$ cat src/rtl/cmac_lbus_pkg.sv
// cmac_lbus_pkg: shared LBUS geometry, FSM state type and end-of-frame position helper
package cmac_lbus_pkg;
  localparam int SEGMENTS   = 4;
  localparam int SEG_WIDTH  = 128;
  localparam int MTY_WIDTH  = 4;
  localparam int BLOCK_SIZE = 8;
  localparam int DATA_WIDTH = SEGMENTS * SEG_WIDTH;
  typedef enum logic {IDLE, FRAME} state_t;
  // last valid byte of segment e: 16e + 15 - mty
  function automatic logic [5:0] eof_pos(input logic [1:0] e, input logic [MTY_WIDTH-1:0] mty);
    return {e, 4'hF} - {2'b00, mty};
  endfunction
endpackage

$ cat src/rtl/cmac_lbus_marker_decode.sv
// cmac_lbus_marker_decode: locates and counts SOP/EOP markers in enabled segments, checks ENA shape
module cmac_lbus_marker_decode import cmac_lbus_pkg::*; (
  input  logic [SEGMENTS-1:0] ena_i,
  input  logic [SEGMENTS-1:0] sop_i,
  input  logic [SEGMENTS-1:0] eop_i,
  output logic [1:0]          sop_idx_o,
  output logic [1:0]          eop_idx_o,
  output logic [2:0]          sop_cnt_o,
  output logic [2:0]          eop_cnt_o,
  output logic                ena_ok_o
);
  logic [SEGMENTS-1:0] ena_inc;
  assign ena_inc  = ena_i + SEGMENTS'(1);
  assign ena_ok_o = (ena_i & ena_inc) == '0;
  // scanning downwards leaves the lowest marked segment as the index
  always_comb begin
    sop_idx_o = '0;
    eop_idx_o = '0;
    sop_cnt_o = '0;
    eop_cnt_o = '0;
    for (int i = SEGMENTS - 1; i >= 0; i--) begin
      sop_idx_o = (ena_i[i] && sop_i[i]) ? 2'(i) : sop_idx_o;
      eop_idx_o = (ena_i[i] && eop_i[i]) ? 2'(i) : eop_idx_o;
      sop_cnt_o = sop_cnt_o + 3'(ena_i[i] && sop_i[i]);
      eop_cnt_o = eop_cnt_o + 3'(ena_i[i] && eop_i[i]);
    end
  end
endmodule

$ cat src/rtl/cmac_rx_lbus_to_mfb.sv
// cmac_rx_lbus_to_mfb: converts CMAC RX LBUS words to single-region MFB words with frame checks and counters
module cmac_rx_lbus_to_mfb import cmac_lbus_pkg::*; #(
  parameter int CNT_WIDTH = 32
) (
  input  logic                          CLK,
  input  logic                          RST_N,
  input  logic [DATA_WIDTH-1:0]         RX_LBUS_DATA,
  input  logic [SEGMENTS-1:0]           RX_LBUS_ENA,
  input  logic [SEGMENTS-1:0]           RX_LBUS_SOP,
  input  logic [SEGMENTS-1:0]           RX_LBUS_EOP,
  input  logic [SEGMENTS-1:0]           RX_LBUS_ERR,
  input  logic [SEGMENTS*MTY_WIDTH-1:0] RX_LBUS_MTY,
  output logic [DATA_WIDTH-1:0]         TX_MFB_DATA,
  output logic                          TX_MFB_SOF,
  output logic                          TX_MFB_EOF,
  output logic                          TX_MFB_SRC_RDY,
  output logic [2:0]                    TX_MFB_SOF_POS,
  output logic [5:0]                    TX_MFB_EOF_POS,
  output logic                          TX_MFB_META,
  output logic [CNT_WIDTH-1:0]          CNT_FRAMES,
  output logic [CNT_WIDTH-1:0]          CNT_ERRORS,
  output logic [CNT_WIDTH-1:0]          CNT_VIOL
);
  localparam int ITEMS = SEG_WIDTH / 8;
  state_t               state_q, state_d;
  logic                 sticky_q, sticky_d;
  logic                 rdy_q, rdy_d, sof_q, sof_d, eof_q, eof_d, meta_q, meta_d, viol_d;
  logic [2:0]           sof_pos_q, sof_pos_d;
  logic [5:0]           eof_pos_q, eof_pos_d;
  logic [DATA_WIDTH-1:0] data_q, data_d;
  logic [CNT_WIDTH-1:0] frames_q, frames_d, errors_q, errors_d, viol_q, viol_cnt_d;
  logic [1:0]           sop_idx, eop_idx;
  logic [2:0]           sop_cnt, eop_cnt;
  logic                 ena_ok, sop_any, eop_any, idle_ok, frame_ok, err_e;
  logic [MTY_WIDTH-1:0] mty_e;

  cmac_lbus_marker_decode u_dec (
    .ena_i(RX_LBUS_ENA), .sop_i(RX_LBUS_SOP), .eop_i(RX_LBUS_EOP),
    .sop_idx_o(sop_idx), .eop_idx_o(eop_idx), .sop_cnt_o(sop_cnt), .eop_cnt_o(eop_cnt),
    .ena_ok_o(ena_ok)
  );

  assign sop_any  = sop_cnt != 3'd0;
  assign eop_any  = eop_cnt != 3'd0;
  assign err_e    = RX_LBUS_ERR[eop_idx];
  assign mty_e    = RX_LBUS_MTY[MTY_WIDTH*eop_idx +: MTY_WIDTH];
  assign idle_ok  = ena_ok && sop_cnt == 3'd1 && (eop_cnt == 3'd0 || (eop_cnt == 3'd1 && eop_idx >= sop_idx));
  // inside a frame a new SOP may only follow the closing EOP; words without EOP must be full
  assign frame_ok = ena_ok && sop_cnt <= 3'd1 &&
                    (eop_cnt == 3'd1 ? (!sop_any || sop_idx > eop_idx) : (eop_cnt == 3'd0 && !sop_any && &RX_LBUS_ENA));

  always_comb begin
    state_d   = state_q;
    sticky_d  = sticky_q;
    rdy_d     = 1'b0;
    sof_d     = 1'b0;
    eof_d     = 1'b0;
    meta_d    = 1'b0;
    viol_d    = 1'b0;
    sof_pos_d = '0;
    eof_pos_d = '0;
    if (RX_LBUS_ENA != '0) begin
      if ((state_q == IDLE) ? idle_ok : frame_ok) begin
        rdy_d     = 1'b1;
        sof_d     = sop_any;
        sof_pos_d = sop_any ? {sop_idx, 1'b0} : 3'd0;
        eof_d     = eop_any;
        eof_pos_d = eop_any ? eof_pos(eop_idx, mty_e) : 6'd0;
        meta_d    = eop_any && (err_e || sticky_q);
        state_d   = (eop_any && !(state_q == FRAME && sop_any)) ? IDLE : FRAME;
        sticky_d  = eop_any ? 1'b0 : sticky_q | (|(RX_LBUS_ERR & RX_LBUS_ENA));
      end else begin
        viol_d    = 1'b1;
        rdy_d     = state_q == FRAME;
        eof_d     = state_q == FRAME;
        meta_d    = state_q == FRAME;
        eof_pos_d = (state_q == FRAME) ? 6'd63 : 6'd0;
        state_d   = IDLE;
        sticky_d  = 1'b0;
      end
    end
  end

  always_comb begin
    data_d = '0;
    for (int i = 0; i < SEGMENTS*ITEMS; i++)
      data_d[8*i +: 8] = RX_LBUS_DATA[SEG_WIDTH*(i/ITEMS) + SEG_WIDTH-1 - 8*(i%ITEMS) -: 8];
  end

  assign frames_d   = frames_q + CNT_WIDTH'(eof_d && !meta_d && !(&frames_q));
  assign errors_d   = errors_q + CNT_WIDTH'(eof_d && meta_d && !(&errors_q));
  assign viol_cnt_d = viol_q + CNT_WIDTH'(viol_d && !(&viol_q));

  always_ff @(posedge CLK or negedge RST_N) begin
    if (!RST_N) begin
      state_q   <= IDLE;
      sticky_q  <= 1'b0;
      rdy_q     <= 1'b0;
      sof_q     <= 1'b0;
      eof_q     <= 1'b0;
      meta_q    <= 1'b0;
      sof_pos_q <= '0;
      eof_pos_q <= '0;
      frames_q  <= '0;
      errors_q  <= '0;
      viol_q    <= '0;
    end else begin
      state_q   <= state_d;
      sticky_q  <= sticky_d;
      rdy_q     <= rdy_d;
      sof_q     <= sof_d;
      eof_q     <= eof_d;
      meta_q    <= meta_d;
      sof_pos_q <= sof_pos_d;
      eof_pos_q <= eof_pos_d;
      frames_q  <= frames_d;
      errors_q  <= errors_d;
      viol_q    <= viol_cnt_d;
    end
  end

  always_ff @(posedge CLK) data_q <= data_d;

  assign TX_MFB_DATA    = data_q;
  assign TX_MFB_SOF     = sof_q;
  assign TX_MFB_EOF     = eof_q;
  assign TX_MFB_SRC_RDY = rdy_q;
  assign TX_MFB_SOF_POS = sof_pos_q;
  assign TX_MFB_EOF_POS = eof_pos_q;
  assign TX_MFB_META    = meta_q;
  assign CNT_FRAMES     = frames_q;
  assign CNT_ERRORS     = errors_q;
  assign CNT_VIOL       = viol_q;
endmodule

$ cat config.mk
export PLATFORM = sky130hd
export DESIGN_NAME = cmac_rx_lbus_to_mfb
export DESIGN_NICKNAME = d
export VERILOG_FILES = /design/src/rtl/cmac_lbus_pkg.sv /design/src/rtl/cmac_lbus_marker_decode.sv /design/src/rtl/cmac_rx_lbus_to_mfb.sv
export SDC_FILE = /design/constraint.sdc
export NUM_CORES = 1
export LEC_CHECK = 0
export ABC_AREA = 1
export CAP_MARGIN = 30
export CORE_AREA = 2 2 449 451
export DETAILED_ROUTE_END_ITERATION = 12
export DIE_AREA = 0 0 451 453
export DONT_BUFFER_PORTS = 1
export PLACE_DENSITY = 0.3
export SLEW_MARGIN = 20
export SYNTH_ARGS = -nofsm -noshare
export SYNTH_HDL_FRONTEND = slang
export SYNTH_SLANG_ARGS = --single-unit
$ cat constraint.sdc
create_clock -name CLK -period 3.2 [get_ports CLK]
set_clock_uncertainty 0.2 [all_clocks]
set_input_delay 0.64 -clock CLK [delete_from_list [all_inputs] [get_ports CLK]]
set_output_delay 0.64 -clock CLK [all_outputs]
set_load 0.005 [all_outputs]
---- Word level (Yosys, flattened, before mapping) ----
Cells that the tools add are included.
storage, ports and cells
  bits in writable memories ............... 0
  memories ................................ 0
  latch bits .............................. 0
  memory bits (read-only) ................. 0
  flip-flop bits (word level) ............. 623
  output and inout port bits .............. 621
cells by class
  shift operators ......................... 1
  eq/ne operators ......................... 2
  muxes and demuxes ....................... 33
  reduce and logical (&&, ||, !) cells .... 42
  multiply operators ...................... 0
  magnitude comparators ................... 4
  div/mod/pow operators ................... 0
  bitwise gates (word level) .............. 3
  add/sub/neg operators ................... 11
operators by type and width
  cell                 number
  $add 32x1->32        3
  $reduce_and 32->1    3
  $mux 6               4
  $logic_and 1x1->1    23
  $mux 1               17
  $mux 2               8
  $shiftx 16x5->4      1
  $add 3x1->3          4
  $mux 3               3
  $and 4x4->4          2
  $eq 3x1->1 const B   2
  $logic_not 1->1      6
  $reduce_bool 3->1    2
  $sub 6x4->6          1
  $add 1x1->2          2
  $add 4x1->4 const B  1
  $logic_not 4->1      1
  $reduce_and 4->1     1
  $reduce_bool 4->1    1
  $reduce_or 4->1      1
  $le 3x1->1 const B   1
  $logic_not 3->1      1
  $logic_or 1x1->1     3
  $lt 2x3->1 const B   1
  other kinds (4)      4

---- Depth between registers and ports, before layout ----
Gate-level depths: netlist of the first run.
  depth in word-level cells ............... 17
  mapped depth ............................ 29

---- Cells and area by module ----
Synthesis of the first run repeated with hierarchy kept, for this count alone.
unflattened totals
  cell total of the unflattened synthesis .. 1219
  area total of the unflattened synthesis .. 16213.0 µm²
modules (own cells, without submodules)
  module                   area each (µm²)  instances  cells each
  cmac_rx_lbus_to_mfb      15992.8          1          1179
  cmac_lbus_marker_decode  220.2            1          40

---- Worst setup path after synthesis of the first run ----
No wires, ideal clock.
  path kind ............................... in2reg
  start point ............................. input port RX_LBUS_SOP[2]
  end point ............................... register frames_q[28], in the netlist CNT_FRAMES[28]
  data required time ...................... 2.921 ns
  stages .................................. 29
  data arrival time ....................... 3.929 ns
  slack ................................... -1.008 ns
  library setup time ...................... 0.079 ns
  path through ............................ nand2_1 -> inv_1 -> ha_1 -> inv_1 -> fa_1 -> inv_1 -> ha_1 -> inv_1 -> nand3_1 -> nor2_1 -> nand2_1 -> nand2_1 -> nand3_1 -> nand2_2 -> nand2_1 -> inv_2 -> nand2_1 -> nor2_1 -> ha_1 -> ha_1 -> inv_1 -> nor2_2 -> nand2_2 -> nor2_2 -> nand2_2 -> nor2_2 -> nand2_1 -> nor2_1 -> xor2_1
between the ends
  longest elaborated chain between the ends .. 17
ends and longest elaborated chain
  what                               line                                                          RTL
  start, declared                    cmac_rx_lbus_to_mfb.sv:9                                      input logic [SEGMENTS-1:0] RX_LBUS_SOP,
  $logic_and 1x1->1 *                cmac_lbus_marker_decode.sv:22, cmac_lbus_marker_decode.sv:24
  $add 1x1->2                        cmac_lbus_marker_decode.sv:24                                 sop_cnt_o = sop_cnt_o + 3'(ena_i[i] && sop_i[i]);
  $add 3x1->3 (2 in series)          cmac_lbus_marker_decode.sv:24
  $reduce_bool 3->1                  cmac_rx_lbus_to_mfb.sv:43                                     assign sop_any = sop_cnt != 3'd0;
  $logic_not 1->1                    cmac_rx_lbus_to_mfb.sv:50                                     (eop_cnt == 3'd1 ? (!sop_any || sop_idx > eop_idx) : (eop_cnt == 3'd0 && !sop_any && &RX_LBUS_ENA));
  $logic_and 1x1->1 (2 in series)    cmac_rx_lbus_to_mfb.sv:50
  $mux 1                             cmac_rx_lbus_to_mfb.sv:50
  $logic_and 1x1->1                  cmac_rx_lbus_to_mfb.sv:49                                     assign frame_ok = ena_ok && sop_cnt <= 3'd1 &&
  $mux 1 *                           cmac_rx_lbus_to_mfb.sv:63                                     if ((state_q == IDLE) ? idle_ok : frame_ok) begin
  $mux 1                             cmac_rx_lbus_to_mfb.sv:63
  $mux 1                             cmac_rx_lbus_to_mfb.sv:62                                     if (RX_LBUS_ENA != '0) begin
  $logic_not 1->1                    cmac_rx_lbus_to_mfb.sv:90                                     assign frames_d = frames_q + CNT_WIDTH'(eof_d && !meta_d && !(&frames_q));
  $logic_and 1x1->1 * (2 in series)  cmac_rx_lbus_to_mfb.sv:90
  $add 32x1->32 *                    cmac_rx_lbus_to_mfb.sv:90
  net frames_d[28]                   cmac_rx_lbus_to_mfb.sv:31                                     logic [CNT_WIDTH-1:0] frames_q, frames_d, errors_q, errors_d, viol_q, viol_cnt_d;
  end signal, assigned               cmac_rx_lbus_to_mfb.sv:116                                    frames_q <= frames_d;
  end, declared                      cmac_rx_lbus_to_mfb.sv:31
The timed path passes the listed nets; every way through them passes the cells marked *.
A chain may end at the register's enable or synchronous reset.

---- Worst setup path after layout of the first run ----
  start point ............................. input port RX_LBUS_SOP[3]
  end point ............................... register viol_q[30], in the netlist CNT_VIOL[30]
between the ends
  longest elaborated chain between the ends .. 15
ends and longest elaborated chain
  what                             line                                                          RTL
  $logic_and 1x1->1 *              cmac_lbus_marker_decode.sv:22, cmac_lbus_marker_decode.sv:24
  $add 1x1->2                      cmac_lbus_marker_decode.sv:24
  $add 3x1->3 (2 in series)        cmac_lbus_marker_decode.sv:24
  $reduce_bool 3->1                cmac_rx_lbus_to_mfb.sv:43
  $logic_not 1->1                  cmac_rx_lbus_to_mfb.sv:50
  $logic_and 1x1->1 (2 in series)  cmac_rx_lbus_to_mfb.sv:50
  $mux 1                           cmac_rx_lbus_to_mfb.sv:50
  $logic_and 1x1->1                cmac_rx_lbus_to_mfb.sv:49
  $mux 1 * (2 in series)           cmac_rx_lbus_to_mfb.sv:63
  $mux 1 *                         cmac_rx_lbus_to_mfb.sv:62
  $logic_and 1x1->1 *              cmac_rx_lbus_to_mfb.sv:92                                     assign viol_cnt_d = viol_q + CNT_WIDTH'(viol_d && !(&viol_q));
  $add 32x1->32 *                  cmac_rx_lbus_to_mfb.sv:92
  net viol_cnt_d[30]               cmac_rx_lbus_to_mfb.sv:31
  end signal, assigned             cmac_rx_lbus_to_mfb.sv:118                                    viol_q <= viol_cnt_d;
  end, declared                    cmac_rx_lbus_to_mfb.sv:31
Marks and branches as above.

==> results.yml, run 1 <==
yosys:
  ys_seq_area_frac: 0.808
  synth_top_flop_cell: "dfxtp_1"
  ys_seq_elements: 622
  ys_warn_count: 0
  ys_types: 33
  synthArstFlopShare: 0.177
  synthCells: 1181
  synthTopCellsByArea: "dfxtp_1 64%, dfrtp_1 17%, nand2_1 3.5%"
  yosys.area.top_type: "dfxtp_1"
  synth_enable_flop_cells: 0
  syn_area_per_cell_um2: 13.6
  synth_top_area_frac: 0.637
  synthesis.nets: 1745
  synth_area_um2: 16100
timing:
  clock.fmax_ghz: 0.297
  layout_setup_ws_ns: -0.171
  tightestPinTransition_ns: 0.788
  maxSlewViolCount: 0
  setup_viol: 45
  slew_headroom: 0.474
  min_period_over_period: 1.05
  final_hold_viol_count: 0
  fin_crit_ns: 3.37
  grt_setup_unrepaired: "yes"
final_layout:
  area_growth_pct: 84.7
  design_area_um2: 29700
  seq_area_um2: 13000
  multiInputGateArea_um2: 3700
  final_nets: 2529
  drive_gt1_frac: 0.231
  fillCellCount: 22200
floorplanning:
  fp.dieH_um: 453
  initial_core_util: 0.0807
  dieWidth_um: 451
  core_um2: 199000
  pin_count: 1167
  num_rows: 164
  die-area_um2: 204000
global_routing:
  grt.overflow.total: 0
  antenna_found_initial: 63
  grt_first_pass_wirelength_um: 142000
  track_usage: 0.108
  grt_pass1_vias: 13400
  grt_max_degree: 111
route:
  drc: 0
  drtIter0Drc: 513
  first_pass_iters: 4
  finalWirelength_um: 115000
  ant_nets: 0
  wl_per_cell_um: 24.5
  vias: 12100
  viasPerCell: 2.58
pwr:
  swShare: 0.262
  leakagePower_nw: 12.2
  clockPowerShare: 0.463
  p_per_area_nw_per_um2: 645
  power_mw: 19.2
  p_int_mw: 14.1
  combPwrFrac: 0.080
  p_sw_mw: 5.03
  pwr-share-seq: 0.457
  ir_drop_uv: 390
critical_path:
  cp_max_fo: 3
  endpoint: "CNT_VIOL[30]"
  critical_path_depth: 28
  r2r_cells: 17
  cp_slowest_stage_delay_ns: 0.35
  crit_buf_inv: 8
  cp_data_arrival_time_ns: 3.77
  crit_path_end_kind: "flip-flop"
  cp_slowest_cell: "fa_2"
  cp_top_family: "simple AND/OR/NAND/NOR gates"
  r2r_slack_ns: 0.18
  crit_path_start: "RX_LBUS_SOP[3]"
  r2r_start: "CNT_ERRORS[16]"
  reg2reg_to: "CNT_ERRORS[20]"
  cp.required_ns: 3.60
  startpoint_type: "primary input"
  worstSetupPathType: "primary input to flip-flop"
outcome:
  status: "complete, but fails checks"
  violations: "negative setup slack"
clocking:
  cts_root_buf: "clkbuf_16"
  cts_tree: "done"
  cts_sinks: 622
  cts_max_level: 3
  clock_path_buffers: 3
  cts_buffers: 76
  clk_pin_slew_ns: 0.06
  clock_latency_ns: 0.69
placed_design:
  dpl.hpwl_um: 97500
  io_buffers: 0
  post_dp_cell_area_um2: 21000
  gp_congestion: 1.09
  preCtsSetupSlack_ns: -1.25
job:
  maxCapViolations: 0
worst_hold_path:
  holdCritStartpoint: "RX_LBUS_ENA[3]"
  hold_class: "primary input to flip-flop"
[layout make-up]
cell class                 instances  area share
clock inverter                    31      0.0112
timing repair buffer             708       0.227
clock buffer                     105      0.0753
multi-input combinational        483       0.125
inverter                          74      0.0100
tap                             2656       0.112
antenna                           24     0.00202
sequential                       622       0.438
[worst reg2reg max path, delay by kind of cell, from the launching register on]
kind | cells | cell delay (ns)
buffers and inverters | 3 | 0.45
xor gates and xnor gates | 1 | 0.15
adders and majority gates | 2 | 0.34
DFF | 1 | 0.41
and+or+nand+nor | 11 | 1.35
[state kept, by name, indices dropped and copies added, names as in the netlist, 2 cells and up]
register        flops
TX_MFB_DATA       512
CNT_ERRORS         32
CNT_FRAMES         32
CNT_VIOL           32
TX_MFB_EOF_POS      6
TX_MFB_SOF_POS      2
[synthesized netlist by cell type, drive strengths merged, types with 4 or more instances]
library cell  number
xor2              53
nand2            159
a21oi              9
dfrtp            110
nand3             45
ha                16
inv               74
xnor2             37
nor4               9
nor3              30
nand4             22
nor2              84
dfxtp            512
o21ai              8
o211ai             4
[per-layer routing]
metal  GRT usage  vias to the layer above  wire length (µm)
li1            -                     5357                 -
met1      0.0837                     5820             30800
met2       0.217                      697             65500
met3      0.0408                      240              9600
met4      0.0753                        8              9140
met5           0                        -                48
[metrics by stage]
stage	utilization	TNS, ns	instances	hold slack, ns
finish	0.149	-3.45	4703	0.113
CTS	0.146	-1.49	4665	0.00296
floorplan	-	-27.49	1181	0.144
detailed placement	0.105	-81.13	3997	0.147
global route	0.149	-12.87	4688	0.0760
global placement	0.105	-81.98	3997	0.147
[power groups by stage]
stage | combinational (mW) | sequential [mW] | clock (mW)
6_report | 1.54 | 8.76 | 8.88
5_1_grt | 1.69 | 8.79 | 9.57
4_1_cts | 1.54 | 8.79 | 9.28
3_5_place_dp | 0.840 | 8.95 | 0
3_3_place_gp | 0.844 | 8.97 | 0
2_1_floorplan | 0.299 | 8.61 | 0
[placed cells by master (no fill, tap or decap), types with 5 or more instances in the layout]
| master | instances |
|---|---|
| dfrtp_1 | 110 |
| xnor2_2 | 5 |
| nor2_1 | 49 |
| nand2_8 | 5 |
| ha_4 | 10 |
| a21oi_1 | 7 |
| xnor2_1 | 32 |
| inv_6 | 7 |
| nor2_2 | 8 |
| clkbuf_8 | 12 |
| nor3_4 | 15 |
| diode_2 | 24 |
| buf_4 | 160 |
| inv_1 | 58 |
| inv_2 | 9 |
| nand2_4 | 11 |
| xor2_1 | 53 |
| dfxtp_1 | 512 |
| buf_6 | 33 |
| clkbuf_16 | 81 |
| nand3_1 | 31 |
| clkbuf_1 | 12 |
| nor3_1 | 9 |
| nand2_2 | 18 |
| clkinv_2 | 8 |
| nand4_1 | 21 |
| nor2_4 | 27 |
| dlygate4sd3_1 | 513 |
| nand2_1 | 125 |
| nand3_4 | 10 |
| nor3_2 | 6 |
| inv_4 | 7 |
[worst min path at each step]
stage / slack [ns] / endpoint / depth (start not counted)
2_1_floorplan: 0.14 / CNT_ERRORS[0] / 0
3_3_place_gp: 0.15 / CNT_VIOL[26] / 0
3_5_place_dp: 0.15 / CNT_VIOL[26] / 0
4_1_cts: 0.003 / state_q / 4
5_1_grt: 0.08 / sticky_q / 4
6_report: 0.11 / state_q / 4
[logic make-up (layout without fill, tap and decap cells)]
group | Yosys count | after routing | share of synthesized area
other cells | 1 | 25 | 0.000233
buf+inv | 76 | 918 | 0.0184
simple gates | 351 | 351 | 0.101
fa+ha+maj | 18 | 18 | 0.0149
xor+xnor | 90 | 90 | 0.0490
flops | 622 | 622 | 0.808
compound gates | 23 | 23 | 0.00817
[what timing repair did]
item | 4_1_cts | 5_1_grt
pin swaps | 45 | 63
resized for setup | 59 | 90
setup buffers | 19 | 16
hold endpoints to repair | 622 | 0
hold buffers | 514 | 0
setup endpoints to repair | 59 | 79
Note: power is estimated with default switching activity, not from simulation.
==> run 2: changes to the inputs <==
Settings changed: ABC_CLOCK_PERIOD_IN_PS from default to 3200, CTS_CLUSTER_DIAMETER from default to 40.
==> run 2 against run 1 <==
Combinational power fell by 4%. Design area rose by 5.5%. Sequential share of layout area fell by 2.3 points. Total power rose by 27%. First-iteration DRC count rose by 0.78%. Non-clock buffer count fell by 7. Wire length rose by 0.12%. Critical endpoint is now CNT_FRAMES[28]. Clock power rose by 59%. Critical path type unchanged. The run still ends with negative setup slack left.
==> results.yml, run 2 (same netlist as run 1, synthesis figures left out) <==
outcome:
  status: "complete, but fails checks"
  violations: "negative setup slack"
critical_path:
  startpoint_type: "primary input"
  crit_top_cell: "nand2_2"
  cp_slowest_cell: "fa_2"
  cp_slowest_stage_delay_ns: 0.35
  cp_data_arrival_time_ns: 3.80
  cp_max_fo: 4
  worstSetupPathType: "primary input to flip-flop"
  cp.required_ns: 3.66
  crit_path_end_kind: "flip-flop"
final_layout:
  drive_gt1_frac: 0.257
  final_nets: 2576
  seq_area_um2: 13000
  layout_common_cells: "515 x dlygate4sd3_1, 512 x dfxtp_1, 177 x buf_4"
  post-route-util: 0.157
  final_common_cell: "dlygate4sd3_1"
  fillCellCount: 22100
  area_growth_pct: 95.0
  multiInputGateArea_um2: 3500
  largest_reg_flops: 512
timing:
  maxSlewViolCount: 0
  fin_crit_ns: 3.34
  min_period_over_period: 1.04
  slew_headroom: 0.501
  tightestPinTransition_ns: 0.749
  whs_ns: 0.130
  clock.fmax_ghz: 0.299
  layout_setup_ws_ns: -0.139
  setup_viol: 28
  grt_setup_unrepaired: "yes"
  final_hold_viol_count: 0
pwr:
  p_int_mw: 17.9
  clockPowerShare: 0.578
  swShare: 0.263
  p_sw_mw: 6.38
  pwr-share-seq: 0.361
  leakagePower_nw: 13.0
  p_per_area_nw_per_um2: 775
  combPwrFrac: 0.061
  ir_drop_uv: 487
route:
  drtIter0Drc: 517
  dr_wl_met3_um: 9660
  m1WireLength_um: 31200
  wl_per_cell_um: 24.1
  routed.top_layer: "met5"
  vias: 12500
  ant_nets: 0
  viasPerCell: 2.61
  drc: 0
  wl_met2_um: 66200
  first_pass_iters: 4
  finalWirelength_um: 115000
floorplanning:
  initial_core_util: 0.0807
  die-area_um2: 204000
  num_rows: 164
  dieWidth_um: 451
  core_um2: 199000
  fp.dieH_um: 453
  pin_count: 1167
clocking:
  cts_buffers: 130
  cts_sinks: 622
  clock_path_buffers: 3
  cts_max_level: 4
  cts_tree: "done"
  clock_latency_ns: 0.76
  cts_root_buf: "clkbuf_16"
  clk_pin_slew_ns: 0.05
global_routing:
  grt_max_degree: 111
  track_usage: 0.109
  antenna_found_initial: 63
  grt_pass1_vias: 13900
  grt.overflow.total: 0
  grt_first_pass_wirelength_um: 143000
placed_design:
  io_buffers: 0
  gp_congestion: 1.09
  preCtsSetupSlack_ns: -1.25
  dpl.hpwl_um: 97500
job:
  maxCapViolations: 0
worst_hold_path:
  hold_class: "primary input to flip-flop"
## run 2: cell count changes in the layout (fill, tap and decap cells not counted), moves of 7 or more
cell | previous run | this run
bufinv_16 | 2 | 10
buf_4 | 160 | 177
clkinv_8 | 3 | 10
clkbuf_16 | 81 | 132
inv_8 | 1 | 20
diode_2 | 24 | 14
nor2_4 | 27 | 19
buf_6 | 33 | 8
inv_6 | 7 | 20
nor2_2 | 8 | 15
## run 2: power groups by stage
stage | combinational [mW] | sequential, mW | clock, mW
floorplan | 0.299 | 8.61 | 0
global placement | 0.844 | 8.97 | 0
detailed placement | 0.840 | 8.95 | 0
CTS | 1.52 | 8.81 | 14.5
global route | 1.63 | 8.80 | 14.8
finish | 1.48 | 8.77 | 14.1
## run 2: final timing paths
check | endpoint | cells after the start | slack, ns | start
worst min-delay path | TX_MFB_EOF_POS[1] | 3 | 0.13 | RX_LBUS_MTY[5]
min in group asynchronous | CNT_VIOL[25] | 2 | 0.28 | RST_N
worst max-delay path | CNT_FRAMES[28] | 28 | -0.14 | RX_LBUS_SOP[3]
worst max register to register | CNT_ERRORS[20] | 17 | 0.16 | CNT_ERRORS[16]
worst min register to register | CNT_VIOL[25] | 1 | 0.33 | CNT_VIOL[25]
max in group asynchronous | CNT_FRAMES[7] | 2 | 1.85 | RST_N
## run 2: worst max-delay path, delay by kind of cell
family / cells / cell delay (ns)
AND/OR/NAND/NOR: 15 / 1.41
adder cells (fa/ha/maj): 5 / 1.13
buffers and inverters: 7 / 0.46
XOR/XNOR: 1 / 0.14
## run 2: per-stage QoR
step | TNS, ns | instances | power (mW) | instance area, µm²
2_1_floorplan | -27.49 | 1181 | 8.91 | 16500
3_3_place_gp | -81.98 | 3997 | 9.81 | 21000
3_5_place_dp | -81.13 | 3997 | 9.79 | 21000
4_1_cts | -0.258 | 4763 | 24.8 | 31000
5_1_grt | -7.22 | 4784 | 25.2 | 31300
6_report | -1.71 | 4788 | 24.3 | 31400
## run 2: cell type report
cell class                 count  share of cell area
timing repair buffer         701               0.211
clock inverter                80              0.0345
multi-input combinational    483               0.112
clock buffer                 158               0.112
tap                         2656               0.106
antenna                       14             0.00112
inverter                      74             0.00926
sequential                   622               0.415
## run 2: repair_timing
item,CTS,global route
gates cloned,0,0
resized for setup,28,54
hold buffers,516,0
setup buffers,12,12
pin swaps,31,47
endpoints found under the setup margin,56,67
hold endpoints to repair,624,0
## run 2: metal layers
| layer | vias up | track usage |
|---|---|---|
| li1 | 5507 | - |
| met1 | 5960 | 0.0835 |
| met2 | 741 | 0.218 |
| met4 | 10 | 0.0710 |
| met3 | 281 | 0.0455 |
| met5 | - | 0 |
